File: src/rtl/frame_reader_pkg.sv
// Shared definitions for the frame reader: default geometry, field widths,
// FSM state encoding and the beat carried through the output buffer.
package frame_reader_pkg;

    localparam int unsigned DEF_NUM_SOLVERS = 1;
    localparam int unsigned DEF_NUM_COLUMNS = 640;
    localparam int unsigned DEF_NUM_ROWS    = 480;

    localparam int unsigned COL_W  = 10;
    localparam int unsigned ROW_W  = 9;
    localparam int unsigned ADDR_W = 19;
    localparam int unsigned SID_W  = 6;
    localparam int unsigned DATA_W = 4;

    typedef enum logic [1:0] {
        StIdle,
        StWait,
        StScan,
        StDrain
    } state_e;

    typedef struct packed {
        logic [DATA_W-1:0] data;
        logic [COL_W-1:0]  col;
        logic [ROW_W-1:0]  row;
        logic              last;
    } beat_t;

    // Negative two's-complement samples are forced to zero.
    function automatic logic [DATA_W-1:0] clamp_data(input logic [DATA_W-1:0] d);
        return d[DATA_W-1] ? '0 : d;
    endfunction

endpackage

File: src/rtl/frame_reader_skid.sv
// Two-entry valid/ready buffer. The producer is expected to track count_o
// and never push into a full buffer that is not draining this cycle.
module frame_reader_skid #(
    parameter int unsigned Width = 8
) (
    input  logic             clk_i,
    input  logic             rst_i,
    input  logic             in_valid_i,
    input  logic [Width-1:0] in_data_i,
    output logic             out_valid_o,
    input  logic             out_ready_i,
    output logic [Width-1:0] out_data_o,
    output logic [1:0]       count_o
);

    logic [Width-1:0] head_q, head_d;
    logic [Width-1:0] tail_q, tail_d;
    logic [1:0]       cnt_q, cnt_d;
    logic             pop;

    assign pop         = (cnt_q != 2'd0) && out_ready_i;
    assign out_valid_o = (cnt_q != 2'd0);
    assign out_data_o  = head_q;
    assign count_o     = cnt_q;

    // Next-state for the head/tail entries; head is always the presented beat.
    always_comb begin
        head_d = head_q;
        tail_d = tail_q;
        cnt_d  = cnt_q;
        unique case ({in_valid_i, pop})
            2'b10: begin
                if (cnt_q == 2'd0) head_d = in_data_i;
                else               tail_d = in_data_i;
                cnt_d = cnt_q + 2'd1;
            end
            2'b01: begin
                head_d = tail_q;
                cnt_d  = cnt_q - 2'd1;
            end
            2'b11: begin
                if (cnt_q == 2'd2) begin
                    head_d = tail_q;
                    tail_d = in_data_i;
                end else begin
                    head_d = in_data_i;
                end
            end
            default: ;
        endcase
    end

    // Entry and occupancy registers.
    always_ff @(posedge clk_i or posedge rst_i) begin
        if (rst_i) begin
            head_q <= '0;
            tail_q <= '0;
            cnt_q  <= 2'd0;
        end else begin
            head_q <= head_d;
            tail_q <= tail_d;
            cnt_q  <= cnt_d;
        end
    end

endmodule

File: src/rtl/frame_reader.sv
// Frame reader: once solvers finish, scans the frame in raster order, reads
// each pixel from bank (p mod NUM_SOLVERS) at word (p div NUM_SOLVERS) using
// incremental counters, and streams the results over valid/ready.
// Build option: define FRAME_READER_CLAMP_EN to emit negative samples as zero.
module frame_reader
    import frame_reader_pkg::*;
#(
    parameter int unsigned NUM_SOLVERS = DEF_NUM_SOLVERS,
    parameter int unsigned NUM_COLUMNS = DEF_NUM_COLUMNS,
    parameter int unsigned NUM_ROWS    = DEF_NUM_ROWS
) (
    input  logic              clk_i,
    input  logic              rst_i,
    input  logic              start_i,
    input  logic              solve_done_i,
    output logic [SID_W-1:0]  rd_solver_id_o,
    output logic [ADDR_W-1:0] rd_addr_o,
    input  logic [DATA_W-1:0] rd_data_i,
    output logic              pix_valid_o,
    input  logic              pix_ready_i,
    output logic [DATA_W-1:0] pix_data_o,
    output logic [COL_W-1:0]  pix_col_o,
    output logic [ROW_W-1:0]  pix_row_o,
    output logic              pix_last_o,
    output logic              busy_o,
    output logic              frame_done_o
);

    localparam logic [COL_W-1:0] ColLast = COL_W'(NUM_COLUMNS - 1);
    localparam logic [ROW_W-1:0] RowLast = ROW_W'(NUM_ROWS - 1);
    localparam logic [SID_W-1:0] SidLast = SID_W'(NUM_SOLVERS - 1);

    state_e            state_q, state_d;
    logic [COL_W-1:0]  col_q, col_d;
    logic [ROW_W-1:0]  row_q, row_d;
    logic [SID_W-1:0]  sid_q, sid_d;
    logic [ADDR_W-1:0] addr_q, addr_d;
    logic              inflight_q;
    logic [COL_W-1:0]  tag_col_q;
    logic [ROW_W-1:0]  tag_row_q;
    logic              tag_last_q;
    logic              frame_done_q;

    logic              issue;
    logic              last_pix;
    logic              accept;
    logic [1:0]        skid_cnt;
    logic [2:0]        credit_used;
    logic [DATA_W-1:0] data_eff;
    beat_t             in_beat;
    beat_t             out_beat;

    assign last_pix = (col_q == ColLast) && (row_q == RowLast);
    assign accept   = pix_valid_o && pix_ready_i;
    // A beat leaving this cycle frees its slot, which keeps the pipe at 1 pixel/cycle.
    assign credit_used = 3'(skid_cnt) - 3'(accept) + 3'(inflight_q);

    // Control FSM and read-issue decision.
    always_comb begin
        state_d = state_q;
        issue   = 1'b0;
        unique case (state_q)
            StIdle:  if (start_i) state_d = StWait;
            StWait:  if (solve_done_i) state_d = StScan;
            StScan: begin
                if (credit_used < 3'd2) begin
                    issue = 1'b1;
                    if (last_pix) state_d = StDrain;
                end
            end
            StDrain: if (skid_cnt == 2'd0 && !inflight_q) state_d = StIdle;
            default: state_d = StIdle;
        endcase
    end

    // Raster and bank/word counters; cleared when a new frame is armed.
    always_comb begin
        col_d  = col_q;
        row_d  = row_q;
        sid_d  = sid_q;
        addr_d = addr_q;
        if (state_q == StIdle && start_i) begin
            col_d  = '0;
            row_d  = '0;
            sid_d  = '0;
            addr_d = '0;
        end else if (issue) begin
            if (col_q == ColLast) begin
                col_d = '0;
                row_d = (row_q == RowLast) ? '0 : row_q + 1'b1;
            end else begin
                col_d = col_q + 1'b1;
            end
            if (sid_q == SidLast) begin
                sid_d  = '0;
                addr_d = addr_q + 1'b1;
            end else begin
                sid_d = sid_q + 1'b1;
            end
        end
    end

    // State, counters, and the tag that travels with the outstanding read.
    always_ff @(posedge clk_i or posedge rst_i) begin
        if (rst_i) begin
            state_q      <= StIdle;
            col_q        <= '0;
            row_q        <= '0;
            sid_q        <= '0;
            addr_q       <= '0;
            inflight_q   <= 1'b0;
            tag_col_q    <= '0;
            tag_row_q    <= '0;
            tag_last_q   <= 1'b0;
            frame_done_q <= 1'b0;
        end else begin
            state_q      <= state_d;
            col_q        <= col_d;
            row_q        <= row_d;
            sid_q        <= sid_d;
            addr_q       <= addr_d;
            inflight_q   <= issue;
            frame_done_q <= accept && pix_last_o;
            if (issue) begin
                tag_col_q  <= col_q;
                tag_row_q  <= row_q;
                tag_last_q <= last_pix;
            end
        end
    end

`ifdef FRAME_READER_CLAMP_EN
    assign data_eff = clamp_data(rd_data_i);
`else
    assign data_eff = rd_data_i;
`endif

    assign in_beat = '{data: data_eff, col: tag_col_q, row: tag_row_q, last: tag_last_q};

    frame_reader_skid #(
        .Width($bits(beat_t))
    ) u_skid (
        .clk_i       (clk_i),
        .rst_i       (rst_i),
        .in_valid_i  (inflight_q),
        .in_data_i   (in_beat),
        .out_valid_o (pix_valid_o),
        .out_ready_i (pix_ready_i),
        .out_data_o  (out_beat),
        .count_o     (skid_cnt)
    );

    assign rd_solver_id_o = sid_q;
    assign rd_addr_o      = addr_q;
    assign pix_data_o     = out_beat.data;
    assign pix_col_o      = out_beat.col;
    assign pix_row_o      = out_beat.row;
    assign pix_last_o     = out_beat.last;
    assign busy_o         = (state_q != StIdle);
    assign frame_done_o   = frame_done_q;

endmodule

File: config.mk
export PLATFORM = sky130hd
export DESIGN_NAME = frame_reader
export DESIGN_NICKNAME = d
export VERILOG_FILES = /design/src/rtl/frame_reader_pkg.sv /design/src/rtl/frame_reader_skid.sv /design/src/rtl/frame_reader.sv
export SDC_FILE = /design/constraint.sdc
export NUM_CORES = 1
export LEC_CHECK = 0
export ABC_AREA = 1
export CAP_MARGIN = 20
export CORE_MARGIN = 1
export CORE_UTILIZATION = 50
export DETAILED_ROUTE_END_ITERATION = 6
export PLACE_DENSITY = 0.75
export SLEW_MARGIN = 25
export SYNTH_ARGS = -nofsm -noshare
export SYNTH_HDL_FRONTEND = slang
export SYNTH_HIERARCHICAL = 1
export SYNTH_SLANG_ARGS = --single-unit
File: constraint.sdc
create_clock -name clk_i -period 3.2 [get_ports clk_i]
set_input_delay 0.64 -clock clk_i [delete_from_list [all_inputs] [get_ports clk_i]]
set_output_delay 0.64 -clock clk_i [all_outputs]
set_load 0.02 [all_outputs]
## Word-level counts from Yosys, hierarchy flattened

Cells that the tools add are included.

- Output and inout port bits: 52
- Register bits: 118
- Logic and storage cells: 89
- Input port bits: 9

- Equal/unequal tests: 17
- Reduce and logical (&&, ||, !) cells: 22
- Mux-type cells: 28
- $add $sub $neg: 8
- $lt $le $gt $ge: 1

Operators with widths:

| cell | count |
|---|---|
| $mux W24 | 4 |
| $pmux W24 S3 | 1 |
| $mux W19 | 3 |
| $pmux W24 S2 | 1 |
| $mux W9 | 4 |
| $mux W10 | 3 |
| $add A19 B1 Y19 const B | 1 |
| $mux W6 | 3 |
| $ne A2 B2 Y1 const B | 7 |
| $reduce_bool A2 Y1 | 7 |
| $add A10 B1 Y10 const B | 1 |
| $eq A10 B10 Y1 const B | 1 |
| $eq A2 B2 Y1 const B | 5 |
| $mux W2 | 5 |
| $add A9 B1 Y9 const B | 1 |
| $eq A9 B9 Y1 const B | 1 |
| $pmux W2 S4 | 1 |
| $add A6 B1 Y6 const B | 1 |
| $logic_not A6 Y1 | 1 |
| $reduce_and A2 Y1 | 3 |
| $logic_and A1 B1 Y1 | 5 |
| $reduce_and A5 Y1 | 1 |
| $eq A2 B1 Y1 const B | 2 |
| $logic_not A2 Y1 | 2 |
| other kinds (11) | 12 |

## Depth between registers and ports, before layout

Gate-level depths: netlist (run 1).

- Depth in word-level cells: 9
- Gate-level depth with buffers: 17
- Gate-level depth less buffers: 17

## Hierarchy

The synthesis (run 1) kept the hierarchy.

Modules (own cells, without submodules):

| module | area an instance (µm²) | instances | cells each | sequential area each (µm²) |
|---|---|---|---|---|
| frame_reader | 3741.1 | 1 | 478 | 1701.6 |
| frame_reader_skid | 2399.8 | 1 | 310 | 1251.2 |

## Worst setup path before layout (run 1)

OpenSTA, ideal clock, no wires.

- Path type: register to register
- From: register u_skid.cnt_q[1], in the netlist u_skid/count_o[1]
- To: register addr_q[13], in the netlist rd_addr_o[13]
- Setup time: 127 ps
- Clock period less this slack: 2677 ps
- Slack: 523 ps
- Arrival: 2550 ps
- Cell stages (with the launch flop): 14
- Path buffers: 1
- Required time: 3073 ps
- Path through: dfrtp_1 nor2_2 inv_2 nand2_1 inv_1 ha_1 or2_2 fa_1 nand3_4 o21bai_2 inv_2 buf_2 nand2_1 o21ai_0

- Longest elaborated chain between the ends: 9

Ends and longest elaborated chain:

| element | line | RTL |
|---|---|---|
| start, declared | frame_reader_skid.sv:18 | `logic [1:0] cnt_q, cnt_d;` |
| start signal, assigned | frame_reader_skid.sv:62 | `cnt_q <= cnt_d;` |
| $reduce_bool A2 Y1 | frame_reader_skid.sv:22 | `assign out_valid_o = (cnt_q != 2'd0);` |
| via pix_valid_o | frame_reader.sv:19 | `output logic pix_valid_o,` |
| $logic_and A1 B1 Y1 | frame_reader.sv:54 | `assign accept = pix_valid_o && pix_ready_i;` |
| $sub A2 B1 Y3 | frame_reader.sv:56 | `assign credit_used = 3'(skid_cnt) - 3'(accept) + 3'(inflight_q);` |
| $add A3 B1 Y3 | frame_reader.sv:56 |  |
| $lt A3 B2 Y1 | frame_reader.sv:66 | `if (credit_used < 3'd2) begin` |
| $mux W1 | frame_reader.sv:66 |  |
| $mux W1 | frame_reader.sv:62 | `unique case (state_q)` |
| $reduce_bool A2 Y1 (no line) | -- |  |
| $reduce_and A2 Y1 (no line) | -- |  |
| end signal, assigned | frame_reader.sv:121 | `addr_q <= addr_d;` |
| end, declared | frame_reader.sv:37 | `logic [ADDR_W-1:0] addr_q, addr_d;` |

The timed path passes the listed nets, and every way through them passes these cells.
A chain may end at the register's enable or synchronous reset.

## Worst setup path after layout (run 1)

- From: register u_skid.cnt_q[0], in the netlist u_skid/count_o[0]
- To: register col_q[7]

- Longest elaborated chain between the ends: 8

Ends and longest elaborated chain:

| element | line | RTL |
|---|---|---|
| $reduce_bool A2 Y1 | frame_reader_skid.sv:22 |  |
| $logic_and A1 B1 Y1 | frame_reader.sv:54 |  |
| $sub A2 B1 Y3 (*) | frame_reader.sv:56 |  |
| $add A3 B1 Y3 (*) | frame_reader.sv:56 |  |
| $lt A3 B2 Y1 (*) | frame_reader.sv:66 |  |
| $mux W1 (*) | frame_reader.sv:66 |  |
| $mux W1 (*) | frame_reader.sv:62 |  |
| $reduce_bool A2 Y1 (no line) (*) | -- |  |
| end signal, assigned | frame_reader.sv:118 | `col_q <= col_d;` |
| end, declared | frame_reader.sv:34 | `logic [COL_W-1:0] col_q, col_d;` |

Every way passes the cells marked *; elsewhere a longest branch is shown, timed or not.

==> results of run 1 <==
final cells by class:
class	count	area (sq um)	area share, %
multi-input combinational	582	2780	37.1
tap	147	184	2.46
clock buffer	22	464	6.20
clock inverter	10	175	2.34
sequential	118	2950	39.4
inverter	59	221	2.96
timing repair buffer	72	716	9.56
placed cells by master (no fill, tap or decap), drive strengths merged:
cell type	count
clkdlybuf4s50	60
nand3b	2
a31oi	1
fa	1
o31ai	2
or2	2
nand4	28
ha	15
buf	12
clkbuf	22
and2	1
a21oi	9
o21bai	6
xor2	3
xnor2	2
inv	59
o21ai	52
o22ai	2
nor2	45
clkinv	5
nand2	325
dfrtp	118
o21a	1
bufinv	5
nor3	1
nand3	84
power by group through the flow:
stage / Clock (W) / Combinational [W] / Sequential (W)
6_report: 0.00207 / 0.00165 / 0.00194
5_1_grt: 0.00217 / 0.00184 / 0.00198
4_1_cts: 0.00209 / 0.00165 / 0.00194
3_5_place_dp: 0 / 0.00163 / 0.00196
3_3_place_gp: 0 / 0.00158 / 0.00195
2_1_floorplan: 0 / 0.00105 / 0.00203
flip-flops by register name, indices dropped and copies added (netlist names), 2 cells and up:
| name | flops |
|---|---|
| u_skid/out_data_o | 24 |
| u_skid/tail_q | 24 |
| rd_addr_o | 19 |
| col_q | 10 |
| tag_col_q | 10 |
| row_q | 9 |
| tag_row_q | 9 |
| rd_solver_id_o | 6 |
| state_q | 2 |
| u_skid/count_o | 2 |
worst max-delay path, cell delays in order, from the launching register on:
cell	delay, ns
dfrtp_1	0.46
nor2_2	0.17
inv_2	0.08
nand2_1	0.09
inv_1	0.05
ha_1	0.25
or2_2	0.30
fa_1	0.38
nand2_1	0.09
nand2_2	0.09
nand3_4	0.11
nand2_1	0.12
nand2_2	0.37
o21ai_0	0.16
nor2_1	0.12
cells by family after synthesis:
logic type               Yosys count
XOR/XNOR                           5
AND/OR/NAND/NOR                  488
AO/OA/AOI/OAI                     73
buffers and inverters             88
flip-flops                       118
adder cells (fa/ha/maj)           16
worst min path at each step:
stage / slack [ns] / from / cells past startpoint / to
detailed placement: 0.46 / u_skid/tail_q[19] / 2 / u_skid/tail_q[19]
global placement: 0.45 / u_skid/tail_q[10] / 2 / u_skid/tail_q[10]
finish: 0.47 / u_skid/tail_q[12] / 2 / u_skid/tail_q[12]
global route: 0.49 / u_skid/tail_q[23] / 2 / u_skid/tail_q[23]
floorplan: 0.44 / u_skid/tail_q[0] / 2 / u_skid/tail_q[0]
CTS: 0.47 / u_skid/tail_q[12] / 2 / u_skid/tail_q[12]
metrics by stage:
step	worst slack [ns]	hold WS [ns]	cells
after floorplan	0.523	0.442	788
after global placement	0.00709	0.453	978
after detailed placement	-0.0715	0.459	978
after CTS	0.299	0.471	1010
after global routing	0.0695	0.491	1010
final	0.279	0.469	1010
layer usage:
metal	wire [um]	up-vias
met1	6610	2585
li1	-	2668
met2	6410	157
met3	695	32
met4	337	0
met5	0	-
==> flow_summary.toml, run 1 <==
[clock_network]
cts_hold_buf = 0
cts_root_buf = "clkbuf_16"
post-cts-setup-buffer-count = 0
cts_resized = 0
cts_max_path_buffers = 2
path_clk_slew_ns = 0.05
cts_tree = "yes"
clock_latency_ns = 0.42
numCtsBuffers = 17
clkSinkCount = 118
htreeDepth = 4

[logic_synthesis]
yosys.area.top_type = "dfrtp_1"
postSynthCellCount = 788
ys_seq_area_share_pct = 48.1
syn_avg_cell_area_sq_um = 7.79
synth-simple-area-share_pct = 34.1
syn_area_sq_um = 6140
synth_xor_area_share_pct = 0.713
syn_nets = 813
synth_cell_types = 35
synth.area.mux_share_pct = 0
synth_top_family_by_area = "simple AND/OR/NAND/NOR gates"
synth.area.top_cells = "dfrtp_1 48%, nand2_1 19%, nand3_1 6.5%, o21ai_0 3.3%, inv_1 3.2%"
synth_edf_count = 0
yosysTopAreaCellShare_pct = 48.1
synth_fa_ha_area_share_pct = 3.38
ys_seq_elements = 118
synthFlopType = "dfrtp_1"
yosysMostFrequentCell = "nand2_1"
yosysWarnings = 6
synth_common_cells = "317 x nand2_1, 118 x dfrtp_1, 80 x nand3_1"
synth_compound_area_share_pct = 6.99
ys_async_sr_fraction_pct = 100

[placement]
post-dp-hpwl_um = 9420
gp_congestion = 0.900
io_buffers = 60
placed_area_sq_um = 6850

[worst_setup_path]
worstReg2RegStart = "u_skid/count_o[0]"
crit_required_ns = 3.54
critPathLaunchType = "flip-flop"
cp.arrival_ns = 3.26
worstSetupEndpointType = "flip-flop"
cp-startpoint = "u_skid/count_o[0]"
endpoint = "col_q[7]"
timing.rr.end = "col_q[7]"
path_class = "flip-flop to flip-flop"
r2r_setup_slack_ns = 0.28
worst_r2r_path_depth = 14
critPathMaxFanout = 20

[route]
antenna_left = 0
wl_um = 14100
drc = 0
vias = 5442
drt-wirelength-per-cell_um = 13.9
firstDrtPassIters = 5
viasPerCell = 5.39
drt_iter0_markers = 324

[global_route]
antenna_found_initial = 0
grt_max_degree = 51
grt_pass1_wl_um = 24400
grt_use_total_pct = 24.2
grt.busiest_layer = "met2"
use_met1_pct = 32.6
gr-usage-met3_pct = 6.37
use_met2_pct = 36.7
grt_pass1_vias = 5195
gr-total-overflow = 0

[floorplan]
num_rows = 40
die-area_sq_um = 12700
ios = 61
die_h_um = 113
start_util_pct = 51.1
dieWidth_um = 113
core_sq_um = 12000

[power_and_ir_drop]
power.internal_w = 0.00372
p_total_w = 0.00566
vdd_drop_max_mv = 0.465
leakage_nw = 3.69
p_sw_share_pct = 34.3
power_density_nw_per_um2 = 756
clkPwrFrac_pct = 36.6
comb_power_share_pct = 29.1
seqPwrFrac_pct = 34.3
p_switching_w = 0.00195

[final_layout]
nets = 875
fillers = 1042
fin_area_sq_um = 7490
layout-drive-gt1-share_pct = 9.15
final_core_util_pct = 62.4
diodes = 0
area_growth_pct = 22.0

[timing]
hold_viol = 0
setup_viol = 0
period_needed_ns = 2.92
fmaxAchievable_mhz = 342
tightest_slew_ns = 0.936
tns_ns = 0
rsz0062_at_grt = "no"
relSlewSlack_pct = 37.6
slew_viol_final = 0
fin_crit_sh_pct = 91.3
fin_worst_skew_ns = 0.00689

[job]
cap_violations = 0

[min_path]
hold_path_class = "flip-flop to flip-flop"

[outcome]
status = "finished, final reports clean"
(Power assumes the default switching activity.)
==> run 2: changes to the inputs <==
CORE_UTILIZATION = 30   (was 50)
PLACE_DENSITY = 0.51   (was 0.75)
TNS_END_PERCENT = 1   (was default)
==> flow_summary.toml, run 2 (synthesized netlist as in run 1, its figures left out) <==
[worst_setup_path]
timing.rr.end = "rd_addr_o[17]"
critPathMaxFanout = 19
crit_required_ns = 3.50
r2r_setup_slack_ns = 0.42
cp.arrival_ns = 3.08
worst_r2r_path_depth = 13
worstSetupEndpointType = "flip-flop"
path_class = "flip-flop to flip-flop"
critPathLaunchType = "flip-flop"
worstReg2RegStart = "u_skid/count_o[0]"
cp-startpoint = "u_skid/count_o[0]"

[power_and_ir_drop]
seqPwrFrac_pct = 35.8
p_switching_w = 0.00200
leakage_nw = 3.67
clkPwrFrac_pct = 33.0
comb_power_share_pct = 31.2
power_density_nw_per_um2 = 705
power.internal_w = 0.00338
vdd_drop_max_mv = 0.372
p_sw_share_pct = 37.1

[final_layout]
nets = 881
final_cells = 1134
final_cell_mix = "317 x nand2_1, 118 x dfrtp_1, 80 x nand3_1"
layout-drive-gt1-share_pct = 10.1
layout_commonest_cell = "nand2_1"
diodes = 0
fillers = 2073
area_growth_pct = 24.1

[route]
drt_iter0_markers = 306
antenna_left = 0
drt-wirelength-per-cell_um = 13.0
wl_um = 14700
viasPerCell = 4.57
drc = 0
firstDrtPassIters = 4
vias = 5180

[clock_network]
numCtsBuffers = 17
cts_hold_buf = 0
path_clk_slew_ns = 0.06
cts_resized = 0
cts_max_path_buffers = 2
cts_tree = "yes"
clock_latency_ns = 0.42
htreeDepth = 4
post-cts-setup-buffer-count = 0
cts_root_buf = "clkbuf_16"
clkSinkCount = 118

[timing]
relSlewSlack_pct = 52.3
period_needed_ns = 2.78
fin_crit_sh_pct = 86.9
fin_worst_skew_ns = 0.00838
tns_ns = 0
hold_viol = 0
rsz0062_at_grt = "no"
slew_viol_final = 0
tightest_slew_ns = 0.715
setup_viol = 0
fmaxAchievable_mhz = 360

[global_route]
gr-total-overflow = 0
grt_max_degree = 51
grt_pass1_vias = 4916
antenna_found_initial = 0
grt_use_total_pct = 15.1
grt_pass1_wl_um = 25500

[floorplan]
dieWidth_um = 145
start_util_pct = 31.0
num_rows = 51
die_h_um = 145
die-area_sq_um = 21000
core_sq_um = 19800
ios = 61

[placement]
post-dp-hpwl_um = 9870
dpl.cell_count = 1102
io_buffers = 60
gp_congestion = 0.785

[min_path]
min_from = "u_skid/tail_q[15]"
min_to = "u_skid/tail_q[15]"
min_path_cells = 2
hold_path_class = "flip-flop to flip-flop"

[outcome]
status = "finished, final reports clean"

[job]
cap_violations = 0
run 2: cell count changes in the layout (fill, tap and decap cells not counted):
cell        change
clkbuf_1        -3
buf_4           +5
o21ai_2         -1
inv_6           +3
buf_12          +1
bufinv_16       -5
o21ai_4         +1
clkinvlp_4      +3
clkinv_4        +4
clkinv_2        -3
clkbuf_8        +1
run 2: worst max path at each step:
stage | to | slack [ns] | cells past startpoint
final | rd_addr_o[17] | 0.42 | 13
after global routing | rd_addr_o[13] | 0.15 | 15
after floorplan | rd_addr_o[13] | 0.52 | 13
after CTS | rd_addr_o[13] | 0.40 | 11
after detailed placement | rd_addr_o[13] | 0.02 | 11
after global placement | rd_addr_o[17] | 0.05 | 12
run 2: power by group through the flow:
stage               Sequential [W]  Clock, W  Combinational, W
CTS                        0.00193   0.00183           0.00171
floorplan                  0.00203         0           0.00105
finish                     0.00192   0.00178           0.00168
global placement           0.00195         0           0.00170
detailed placement         0.00195         0           0.00170
global route               0.00196   0.00191           0.00190
run 2: metrics by stage:
step / total power [W] / utilization [%] / worst slack, ns / area, sq um / hold WS [ns]
finish: 0.00538 / 38.5 / 0.420 / 7620 / 0.467
global route: 0.00578 / 38.5 / 0.152 / 7620 / 0.495
CTS: 0.00547 / 38.5 / 0.404 / 7620 / 0.472
detailed placement: 0.00365 / 35.7 / 0.0164 / 7060 / 0.458
global placement: 0.00365 / 35.7 / 0.0462 / 7060 / 0.454
floorplan: 0.00308 / - / 0.523 / 6140 / 0.442
run 2: layout make-up:
type                       count  area, sq um  share of cell area (%)
sequential                   118         2950                    38.7
multi-input combinational    582         2780                    36.5
timing repair buffer          78          773                    10.1
clock buffer                  20          467                    6.12
tap                          265          332                    4.35
inverter                      59          221                    2.90
clock inverter                12         93.8                    1.23
run 2: per-layer routing:
| layer | global-route usage [%] | routed length (um) |
|---|---|---|
| met1 | 21.8 | 7590 |
| met2 | 21.9 | 6420 |
| met3 | 3.58 | 509 |
| met4 | 4.89 | 180 |
| met5 | 0 | 0 |
run 2: worst max-delay path: stages, from the launching register on:
cell	delay, ns
dfrtp_1	0.43
nor2_2	0.17
inv_2	0.09
nand2_1	0.11
inv_1	0.05
ha_1	0.25
or2_2	0.30
fa_1	0.55
nand3_4	0.13
o21bai_2	0.22
buf_12	0.17
nand3_1	0.07
nand2_1	0.06
nor2_1	0.05
